[src/rtl/frame_buffer_ctrl.sv]
// Double-buffered 160x120 frame store sequencer.
// Streams pixels into the back bank and swaps banks at vblank once full.
module frame_buffer_ctrl #(
  parameter int X_ADDRW_SCALED  = 8,
  parameter int Y_ADDRW_SCALED  = 7,
  parameter int H_PIXELS_SCALED = 160,
  parameter int V_PIXELS_SCALED = 120
) (
  input  logic                      clk,
  input  logic                      reset,
  input  logic                      pix_valid,
  input  logic                      pix_sof,
  input  logic                      pix_data,
  output logic                      pix_ready,
  input  logic                      vga_frame_end,
  output logic                      write_enable,
  output logic [X_ADDRW_SCALED-1:0] mem_x_pos,
  output logic [Y_ADDRW_SCALED-1:0] mem_y_pos,
  output logic                      wr_data,
  output logic                      video_bank_sel,
  output logic                      sync_err,
  output logic [7:0]                repeat_count
);

  typedef enum logic [1:0] {
    IDLE,
    WRITE,
    FULL
  } state_t;

  localparam logic [X_ADDRW_SCALED-1:0] X_LAST =
    X_ADDRW_SCALED'(H_PIXELS_SCALED - 1);
  localparam logic [Y_ADDRW_SCALED-1:0] Y_LAST =
    Y_ADDRW_SCALED'(V_PIXELS_SCALED - 1);
  localparam logic [X_ADDRW_SCALED-1:0] X_ONE =
    X_ADDRW_SCALED'(1);

  state_t                    state;
  logic [X_ADDRW_SCALED-1:0] x_cnt;
  logic [Y_ADDRW_SCALED-1:0] y_cnt;
  logic                      accept;

  // Ready depends on state only, so the source never sees a loop
  assign pix_ready = (state != FULL);
  assign accept    = pix_valid && pix_ready;

  always_ff @(posedge clk) begin
    if (reset) begin
      state          <= IDLE;
      video_bank_sel <= 1'b0;
      write_enable   <= 1'b0;
      mem_x_pos      <= '0;
      mem_y_pos      <= '0;
      wr_data        <= 1'b0;
      sync_err       <= 1'b0;
      repeat_count   <= 8'd0;
      x_cnt          <= '0;
      y_cnt          <= '0;
    end else begin
      write_enable <= 1'b0;
      sync_err     <= 1'b0;
      if (vga_frame_end && state != FULL &&
          repeat_count != 8'hff)
        repeat_count <= repeat_count + 8'd1;
      unique case (state)
        IDLE: begin
          if (accept && pix_sof) begin
            write_enable <= 1'b1;
            wr_data      <= pix_data;
            mem_x_pos    <= '0;
            mem_y_pos    <= '0;
            x_cnt        <= X_ONE;
            y_cnt        <= '0;
            state        <= WRITE;
          end
        end
        WRITE: begin
          if (accept) begin
            write_enable <= 1'b1;
            wr_data      <= pix_data;
            if (pix_sof) begin
              // Early SOF restarts the frame from (0,0)
              mem_x_pos <= '0;
              mem_y_pos <= '0;
              x_cnt     <= X_ONE;
              y_cnt     <= '0;
              sync_err  <= 1'b1;
            end else begin
              mem_x_pos <= x_cnt;
              mem_y_pos <= y_cnt;
              if (x_cnt == X_LAST) begin
                x_cnt <= '0;
                if (y_cnt == Y_LAST) begin
                  y_cnt <= '0;
                  state <= FULL;
                end else begin
                  y_cnt <= y_cnt + 1'b1;
                end
              end else begin
                x_cnt <= x_cnt + 1'b1;
              end
            end
          end
        end
        FULL: begin
          if (vga_frame_end) begin
            video_bank_sel <= ~video_bank_sel;
            state          <= IDLE;
          end
        end
        default: state <= IDLE;
      endcase
    end
  end

endmodule

[config.mk]
export PLATFORM = sky130hd
export DESIGN_NAME = frame_buffer_ctrl
export DESIGN_NICKNAME = d
export VERILOG_FILES = /design/src/rtl/frame_buffer_ctrl.sv
export SDC_FILE = /design/constraint.sdc
export NUM_CORES = 1
export LEC_CHECK = 0
export CORE_UTILIZATION = 40
export DETAILED_ROUTE_END_ITERATION = 8
export GPL_TIMING_DRIVEN = 1
export SETUP_SLACK_MARGIN = 0.5
export SLEW_MARGIN = 20
export SYNTH_ARGS = -nofsm -noshare
export SYNTH_HDL_FRONTEND = slang
export SYNTH_SLANG_ARGS = --single-unit
[constraint.sdc]
create_clock -name clk -period 1.9 [get_ports clk]
set_input_delay 0.38 -clock clk [delete_from_list [all_inputs] [get_ports clk]]
set_output_delay 0.38 -clock clk [all_outputs]
set_load 0.05 [all_outputs]
==> reports/qor.yml, run 1 <==
routing:
  first_pass_iters: 4
  ant_nets: 0
  drt_iter0_markers: 87
  viasPerCell: 5.59
  wl_per_cell_um: 15.5
  drc: 0
  wirelength_um: 5190
  dr_total_vias: 1873
cells_and_area:
  final_cell_area_mm2: 0.00294
  drive_gt1_share_pct: 49.8
  final_nets: 291
  post-route-util_pct: 66.6
  insertedDiodeCount: 0
  layout.cells.most_common: "buf_4"
  final_cell_mix: "54 x buf_4, 24 x dfxtp_1, 15 x a22o_1"
  areaGrowthSynthToFinish_pct: 57.0
synthesis:
  syn_inst: 200
  ys_ff_latch: 44
  avgSynthCellArea_um2: 9.37
  synth.cell_area_mm2: 0.00187
  synth_compound_area_share_pct: 21.0
  synthAdderAreaFrac_pct: 2.00
  yosysWarnings: 0
  synth_fp_nets: 209
  synth_cell_type_count: 44
  synth_mux_area_share_pct: 1.07
  synth_top_family_by_area: "simple AND/OR/NAND/NOR gates"
  synthXorXnorAreaFrac_pct: 3.27
  synth-seq-area-share_pct: 47.0
  synth-simple-area-share_pct: 22.6
grt:
  gr-total-overflow: 0
  grt_antenna_before_repair: 0
  grt_util_all_layers_pct: 21.8
  grt_pass1_vias: 1877
  grt_pass1_wl_um: 8630
  grt_max_degree: 16
run:
  maxCapViolCount: 0
clocking:
  clk_pin_slew_ps: 90
  numCtsBuffers: 5
  cts_tree: "built"
  cts-root-buf: "clkbuf_8"
  cts_buffer_depth: 2
  cts_num_sinks: 44
  worstSkewPairLatency_ps: 300
  htree_levels: 2
floorplan:
  fp-row-count: 24
  ios: 34
  initial_core_util_pct: 42.4
  die_w_um: 70.4
  design.core.area_mm2: 0.00441
  dieArea_mm2: 0.00496
  die_height_um: 70.4
place:
  numPortBuffers: 33
  dp.final_hpwl_um: 3500
  placed_area_mm2: 0.00251
  place_congestion: 0.962
hold_path:
  hold_class: "in2reg"
  min_from: "pix_sof"
  min_to: "sync_err"
  hold-path-cell-count: 3
sta:
  setup_violations: 0
  final.setup.tns_ps: 0
  max-slew-margin-rel_pct: 79.9
  fin_crit_sh_pct: 80.4
  max_freq_mhz: 655
  clock-skew-final_ps: 4.03
  period_minus_slack_ps: 1530
  hold_violations: 0
  finalMaxSlewViolations: 0
  tightest_slew_ps: 299
  whs_ps: 422
  rsz0062_at_grt: "true"
run_status:
  status: "complete, no violations"
worst_setup_path:
  critical_path_class: "reg2reg"
  reg2regPathDepth: 5
  crit_path_end_kind: "register"
  crit_arrival_ps: 1720
  timing.rr.end: "y_cnt[4]"
  path_max_fanout: 4
  r2r_start: "y_cnt[1]"
  required_ps: 2090
  r2r_slack_ps: 370
  startpoint_type: "register"
pwr:
  p_leak_nw: 1.16
  ir_drop_v: 0.000512
  power_density_mw_per_mm2: 626
-- critical path, stage by stage, from the launching register on --
cell and delay [ps]:
dfxtp_4 380, ha_4 150, nand4b_1 190, o211ai_1 330, nand3_2 110, a32o_1 250
-- metal layers --
layer | track usage, % | up-vias | wire [um]
li1 | - | 910 | -
met1 | 25.0 | 893 | 2250
met2 | 40.5 | 59 | 2660
met3 | 4.18 | 11 | 211
met4 | 5.78 | 0 | 63
met5 | 0 | - | 0
-- per-stage QoR --
| step | power [mW] | setup slack [ps] | cells |
|---|---|---|---|
| final | 1.84 | 373 | 335 |
| after global routing | 1.92 | 319 | 335 |
| after CTS | 1.84 | 397 | 332 |
| after detailed placement | 1.14 | -238 | 301 |
| after global placement | 1.14 | -188 | 301 |
| after floorplan | 1.07 | 341 | 200 |
-- power by group --
| part | leakage (nW) | switching [mW] | internal [mW] |
|---|---|---|---|
| Sequential | 0.369 | 0.0133 | 0.922 |
| Combinational | 0.742 | 0.122 | 0.110 |
| Clock | 0.0530 | 0.330 | 0.343 |
| Total | 1.16 | 0.465 | 1.37 |
-- flip-flops by register name, indices dropped and copies added (netlist names) --
register / cells
mem_x_pos: 8
sync_err: 1
repeat_count: 8
x_cnt: 8
wr_data: 1
mem_y_pos: 7
y_cnt: 7
video_bank_sel: 1
state: 2
write_enable: 1
-- cell families after synthesis --
group                    after synthesis
multiplexers                           2
AND/OR/NAND/NOR                       75
flip-flops                            44
XOR/XNOR                               7
AO/OA/AOI/OAI                         55
adder cells (fa/ha/maj)                3
buffers and inverters                 14
-- Yosys cell counts, drive strengths merged --
master	count	area, um^2
o211a	1	10.0
nor3b	5	42.5
nand2b	2	20.0
or4	3	22.5
mux2i	2	20.0
or2	1	6.26
nor2	19	73.8
a32o	2	20.0
and3	5	31.3
a21oi	10	50.1
o2111ai	1	8.76
a22oi	2	15.0
nor3	3	15.0
a211oi	2	15.0
or3b	4	35.0
buf	4	20.0
inv	7	26.3
and2	1	6.26
nand3b	1	7.51
nand3	9	45.0
nand4b	2	17.5
ha	3	37.5
a22o	15	131
or3	2	12.5
xnor2	5	43.8
and4	1	8.76
o21ai	9	45.0
o31ai	3	22.5
dfxtp	44	881
nand2	11	41.3
nand4	2	12.5
xor2	2	17.5
a41o	1	10.0
o41ai	1	8.76
a31oi	2	12.5
a21o	1	7.51
o22ai	1	6.26
o211ai	4	30.0
nor4	4	25.0
clkbuf	3	11.3
-- how the worst max path moves through the flow --
stage               cells past startpoint         endpoint             from  slack [ps]
floorplan                               5  repeat_count[1]  repeat_count[1]         340
global placement                        6         x_cnt[0]          pix_sof        -190
detailed placement                      6         x_cnt[0]          pix_sof        -240
CTS                                     5         y_cnt[4]         x_cnt[5]         400
global route                            5         y_cnt[4]         y_cnt[1]         320
finish                                  5         y_cnt[4]         y_cnt[1]         370
-- area by class of cell --
class                      instances  area, um^2
multi-input combinational        142        1140
clock buffer                       6        93.8
timing repair buffer              82         664
fill                             348        1470
sequential                        44         936
tap                               52        65.1
inverter                           7        26.3
clock inverter                     2        16.3
-- timing repair --
item	CTS	global route
gates resized for setup	87	27
pin swaps	19	14
buffers inserted	23	3
setup endpoints to repair	53	43
hold buffers	0	0
No activity file was read; power rests on OpenSTA's default activity.
==> run 2, diff against run 1 <==
PLACE_DENSITY = 0.66   (was not set)
clock period = 1.28 ns   (was 1.9 ns; I/O delays follow)
==> run 2 against run 1 <==
The run now ends with negative setup slack left. Non-clock buffer count up 50. First-iteration DRC count rose to 2.5 times the previous value. Register-to-register slack worse by 660 ps. Count of clock-buffer cells in the layout down 1. Via count up 25%. Global-route usage up 8.2 points. Clock power up 36%. Maximum frequency down 2.5%. Worst hold slack worse by 42 ps. Cell count up 15%. Highest routed layer unchanged. Combinational power up 110%. Utilization up 23 points.
==> reports/qor.yml, run 2 (same netlist as run 1, synthesis figures left out) <==
cells_and_area:
  final_cell_mix: "62 x buf_4, 32 x buf_6, 30 x buf_12"
  insertedDiodeCount: 0
  seq_area_um2: 957
  multi_input_area_mm2: 0.00128
  final_nets: 341
  num-fill-cells: 160
  reg_top3: "mem_x_pos x8, repeat_count x8, x_cnt x8"
  drive_gt1_share_pct: 68.8
  layout.cells.most_common: "buf_4"
  areaGrowthSynthToFinish_pct: 111
  final_cell_area_mm2: 0.00396
routing:
  viasPerCell: 6.09
  drt_iter0_markers: 221
  ant_nets: 0
  drc: 0
  wl_per_cell_um: 22.2
  dr_total_vias: 2345
  wirelength_um: 8570
  first_pass_iters: 4
worst_setup_path:
  critical_path_class: "reg2reg"
  crit_path_end_kind: "register"
  required_ps: 1530
  slowest_delay_ps: 370
  path_max_fanout: 5
  cp_slowest_cell: "dfxtp_2"
  cp_top_family: "simple AND/OR/NAND/NOR gates"
  cp.buffers_inverters: 1
  startpoint_type: "register"
  path_cells: "ha_4, nand4_1, buf_6, o21ai_4, nor3b_4, a32o_1"
  crit_arrival_ps: 1820
clocking:
  cts-root-buf: "clkbuf_8"
  numCtsBuffers: 5
  ctsHoldBuffers: 0
  worstSkewPairLatency_ps: 310
  cts_tree: "built"
  cts_buffer_depth: 2
  cts_num_sinks: 44
  htree_levels: 2
  clk_pin_slew_ps: 90
run_status:
  violations: "negative setup slack"
  status: "finished, violations left"
floorplan:
  fp-row-count: 24
  dieArea_mm2: 0.00496
  design.core.area_mm2: 0.00441
  ios: 34
  die_w_um: 70.4
  die_height_um: 70.4
  initial_core_util_pct: 42.4
sta:
  tightest_slew_ps: 330
  max-slew-margin-rel_pct: 78.0
  max_freq_mhz: 638
  setup_violations: 46
  rsz0062_at_grt: "true"
  clock-skew-final_ps: 10.3
  finalMaxSlewViolations: 0
  worst_slack_ps: -286
  hold_violations: 0
  period_minus_slack_ps: 1570
  fin_crit_sh_pct: 122
  final.setup.tns_ps: -7590
grt:
  grt_pass1_vias: 2269
  grt_util_all_layers_pct: 29.9
  grt_max_degree: 16
  grt_antenna_before_repair: 0
  grt_pass1_wl_um: 11500
  gr-total-overflow: 0
place:
  numPortBuffers: 33
  placed_area_mm2: 0.00321
  dp.final_hpwl_um: 4400
  place_congestion: 0.826
pwr:
  power_density_mw_per_mm2: 707
  ir_drop_v: 0.000708
  p_leak_nw: 1.55
hold_path:
  hold_class: "in2reg"
run:
  maxCapViolCount: 0
==> run 2: cell count changes in the layout (fill, tap and decap cells not counted), sizes merged <==
cell           delta
clkbuf            -1
clkinv            +1
buf              +51
clkdlybuf4s15     -1
==> run 2: stage by stage <==
stage	hold slack [ps]	total power, mW	utilization (%)	instances	setup slack, ps
floorplan	385	1.60	-	200	-276
global placement	461	1.76	72.6	340	-722
detailed placement	471	1.77	72.6	340	-758
CTS	361	2.75	83.0	366	-200
global route	368	2.89	89.7	385	-342
finish	380	2.80	89.7	385	-286
==> run 2: path summary, 6_finish.rpt <==
check                                   from            to  slack, ps  cells past startpoint
worst max-delay path                x_cnt[1]      y_cnt[3]       -290                      6
worst min-delay path                 pix_sof      sync_err        380                      3
worst max register to register      x_cnt[1]      y_cnt[3]       -290                      6
worst min register to register  mem_x_pos[5]  mem_x_pos[5]        510                      1
==> run 2: layer usage <==
metal / routed length (um) / vias to the layer above / global-route usage, %
met4: 464 / 0 / 14.2
met3: 616 / 42 / 6.06
met1: 3280 / 1145 / 36.4
li1: - / 1019 / -
met2: 4200 / 139 / 50.3
met5: 0 / - / 0
==> run 2: tightest hold or removal path, stage by stage <==
cell             delay [ps]
clkdlybuf4s15_2         250
nand3_1                 110
nor3b_2                  40
==> run 2: report_power, final <==
part	internal [mW]	switching [mW]
Combinational	0.251	0.243
Clock	0.389	0.527
Sequential	1.37	0.0216
==> run 2: area by class of cell <==
type	count	share of cell area (%)
Timing Repair Buffer	132	39.0
Multi-Input combinational cell	142	32.3
Sequential cell	44	24.2
Clock buffer	5	1.74
Tap cell	52	1.64
Inverter	7	0.664
Clock inverter	3	0.569
==> run 2: what timing repair did <==
item                       4_1_cts  5_1_grt
gates resized for setup         55       31
cloned                           1        1
setup buffers                   17       18
setup endpoints to repair       72       72
pin swaps                       27       21
==> run 3, diff against run 2 <==
CORE_UTILIZATION = 46   (was 40)
PLACE_DENSITY = 0.74   (was 0.66)
==> run 3 against run 2 <==
The flow now stops in clock tree synthesis. Area after synthesis stayed put. Synthesized cell count stayed put.
==> reports/qor.yml, run 3 <==
run_status:
  status: "stopped before the end"
  outcome.stop_stage: "clock tree synthesis"
  toolErrorMsg: "[ERROR DPL-0033] detailed placement checks failed during check placement."
clocking:
  cts-root-buf: "clkbuf_8"
  htree_levels: 2
  cts-resized-gates: 51
  post_cts_buffers: 22
  cts_num_sinks: 44
  ctsHoldBuffers: 0
  cts_buffer_depth: 2
  numCtsBuffers: 5
floorplan:
  fp-row-count: 22
  ios: 34
  die_height_um: 65.8
  die_w_um: 65.8
  initial_core_util_pct: 49.7
synthesis:
  ys_ff_latch: 44
  synth.cell_area_mm2: 0.00187
  synth_edf_count: 0
  synth_top_area_cell: "dfxtp_1"
  synthArstFlopShare_pct: 0
  synth-seq-area-share_pct: 47.0
  synthTopCellsByArea: "dfxtp_1 47%, a22o_1 7.0%, nor2_1 3.6%, a21oi_1 2.7%, nand3_1 2.4%"
  yosysTopAreaCellShare_pct: 47.0
  avgSynthCellArea_um2: 9.37
  synth_most_common_cell: "dfxtp_1"
  synth_flop_cell: "dfxtp_1"
  yosysWarnings: 0
  syn_inst: 200
  synth_fp_nets: 209
  synthTopCellsByCount: "44 x dfxtp_1, 18 x nor2_1, 15 x a22o_1, 11 x nand2_1, 10 x a21oi_1"
  synth_cell_type_count: 44
place:
  place_congestion: 0.942
  numPortBuffers: 33
  dp.final_hpwl_um: 4570
[run 3: cell families after synthesis]
logic type / after synthesis / share of synthesized area (%)
AND/OR/NAND/NOR: 75 / 22.6
AO/OA/AOI/OAI: 55 / 21.0
flip-flops: 44 / 47.0
buffers and inverters: 14 / 3.07
XOR/XNOR: 7 / 3.27
adder cells (fa/ha/maj): 3 / 2.00
multiplexers: 2 / 1.07
[run 3: through the flow]
stage	utilization [%]	worst slack (ps)	cell area [um^2]	hold WS (ps)	cells
after floorplan	-	-276	2110	385	200
after global placement	85.0	-684	3210	458	335
after detailed placement	85.0	-830	3210	472	335
==> run 4, diff against run 3 <==
CORE_UTILIZATION = 35   (was 46)
PLACE_DENSITY = not set   (was 0.74)
PLACE_DENSITY_LB_ADDON = 0.15   (was not set)
SETUP_SLACK_MARGIN = not set   (was 0.5)
clock period = 1.7 ns   (was 1.28 ns; I/O delays follow)
==> run 4 against run 3 <==
The flow now finishes without violations.
==> reports/qor.yml, run 4 (same netlist as run 1, synthesis figures left out) <==
run_status:
  status: "complete, no violations"
clocking:
  cts_tree: "built"
  clk_pin_slew_ps: 70
  numCtsBuffers: 5
  ctsHoldBuffers: 0
  htree_levels: 2
  worstSkewPairLatency_ps: 290
  cts_num_sinks: 44
  cts_buffer_depth: 2
  cts-root-buf: "clkbuf_8"
place:
  placed_area_mm2: 0.00255
  place_congestion: 0.843
  place_inst: 340
  dp_slack_ps: -361
  numPortBuffers: 33
  dp.final_hpwl_um: 3440
routing:
  dr_total_vias: 1787
  wl_per_cell_um: 13.1
  viasPerCell: 5.12
  wirelength_um: 4580
  drc: 0
  drt_iter0_markers: 90
  ant_nets: 0
  first_pass_iters: 4
sta:
  rsz0062_at_grt: "false"
  clock-skew-final_ps: 7.44
  period_minus_slack_ps: 1640
  setup_violations: 0
  worst_slack_ps: 58.9
  hold_violations: 0
  finalMaxSlewViolations: 0
  max-slew-margin-rel_pct: 79.4
  max_freq_mhz: 609
  tightest_slew_ps: 306
  fin_crit_sh_pct: 96.5
pwr:
  p_sw_share_pct: 24.0
  p_leak_nw: 1.10
  comb_power_share_pct: 10.8
  ir_drop_v: 0.000351
  p_total_mw: 1.93
  power_density_mw_per_mm2: 724
  seqPwrFrac_pct: 54.6
  p_switching_mw: 0.464
  p_int_mw: 1.47
  power_frac_clock_pct: 34.6
cells_and_area:
  drive_gt1_share_pct: 35.8
  num-fill-cells: 536
  layout.cells.non_filler: 349
  layout.cells.most_common: "buf_4"
  reg_top3: "mem_x_pos x8, repeat_count x8, x_cnt x8"
  final_nets: 287
  areaGrowthSynthToFinish_pct: 42.4
  final_cell_mix: "72 x buf_4, 36 x dfxtp_1, 17 x nor2_1"
  insertedDiodeCount: 0
  final_cell_area_mm2: 0.00267
worst_setup_path:
  critical_path_class: "reg2out"
  crit_path_end_kind: "output pin"
  required_ps: 1360
  timing.rr.end: "state[0]"
  critPathMostFrequentCell: "buf_4"
  r2r_start: "x_cnt[7]"
  endpoint: "pix_ready"
  slowest_delay_ps: 340
  r2r_slack_ps: 100
  cp-startpoint: "state[0]"
  startpoint_type: "register"
  crit_arrival_ps: 1300
  path_cells: "buf_4, nand2b_2, buf_4, buf_12"
  crit_cells: 4
  cp.buffers_inverters: 3
  cp_slowest_cell: "dfxtp_1"
  cp_top_family: "buffers and inverters"
  path_max_fanout: 7
  reg2regPathDepth: 6
floorplan:
  fp-row-count: 26
  design.core.area_mm2: 0.00514
  die_height_um: 75.2
  dieArea_mm2: 0.00565
  initial_core_util_pct: 36.4
  die_w_um: 75.2
  ios: 34
run:
  maxCapViolCount: 0
grt:
  gr-total-overflow: 0
  grt_util_all_layers_pct: 17.3
  grt_pass1_vias: 1652
  grt_max_degree: 21
  grt_pass1_wl_um: 7550
  grt_antenna_before_repair: 0
hold_path:
  min_from: "pix_valid"
  hold_class: "in2reg"
run 4: power groups by stage:
| stage | registers, mW | logic, mW | clock network [mW] |
|---|---|---|---|
| 6_report | 1.05 | 0.209 | 0.668 |
| 3_5_place_dp | 1.08 | 0.209 | 0 |
| 5_1_grt | 1.06 | 0.226 | 0.740 |
| 3_3_place_gp | 1.08 | 0.209 | 0 |
| 2_1_floorplan | 1.10 | 0.0754 | 0 |
| 4_1_cts | 1.05 | 0.210 | 0.698 |
run 4: worst min-delay path by stage:
stage / end / slack, ps / cells after the start
after floorplan: x_cnt[7] / 460 / 2
after global placement: wr_data / 450 / 2
after detailed placement: mem_y_pos[2] / 460 / 1
after CTS: wr_data / 470 / 2
after global routing: sync_err / 450 / 3
final: sync_err / 430 / 3
run 4: worst min-delay path, delay by kind of cell:
kind,cells,cell delay [ps]
buf+inv,1,180
simple gates,2,150
run 4: what timing repair did:
item                       CTS  global route
setup endpoints to repair    2            11
setup buffers                0             1
pin swaps                    0             1
gates cloned                 0             0
resized for setup            2             5
run 4: area by class of cell:
cell class | count | area [um^2] | area share, %
multi-input combinational | 142 | 952 | 35.7
sequential | 44 | 896 | 33.6
timing repair buffer | 78 | 612 | 22.9
tap | 70 | 87.6 | 3.28
clock buffer | 7 | 86.3 | 3.24
inverter | 7 | 26.3 | 0.985
clock inverter | 1 | 7.51 | 0.281
run 4: per-layer routing:
| layer | vias up | wire length [um] | track usage, % |
|---|---|---|---|
| li1 | 907 | - | - |
| met1 | 843 | 2250 | 21.5 |
| met2 | 33 | 2150 | 30.5 |
| met3 | 4 | 157 | 3.88 |
| met4 | 0 | 19 | 4.32 |
| met5 | - | 0 | 0 |
run 4: through the flow:
stage	utilization, %	hold slack [ps]	TNS (ps)
finish	51.9	428	0
global route	51.9	449	0
CTS	51.5	471	0
detailed placement	49.6	458	-6500
global placement	49.6	455	-6060
floorplan	-	456	0
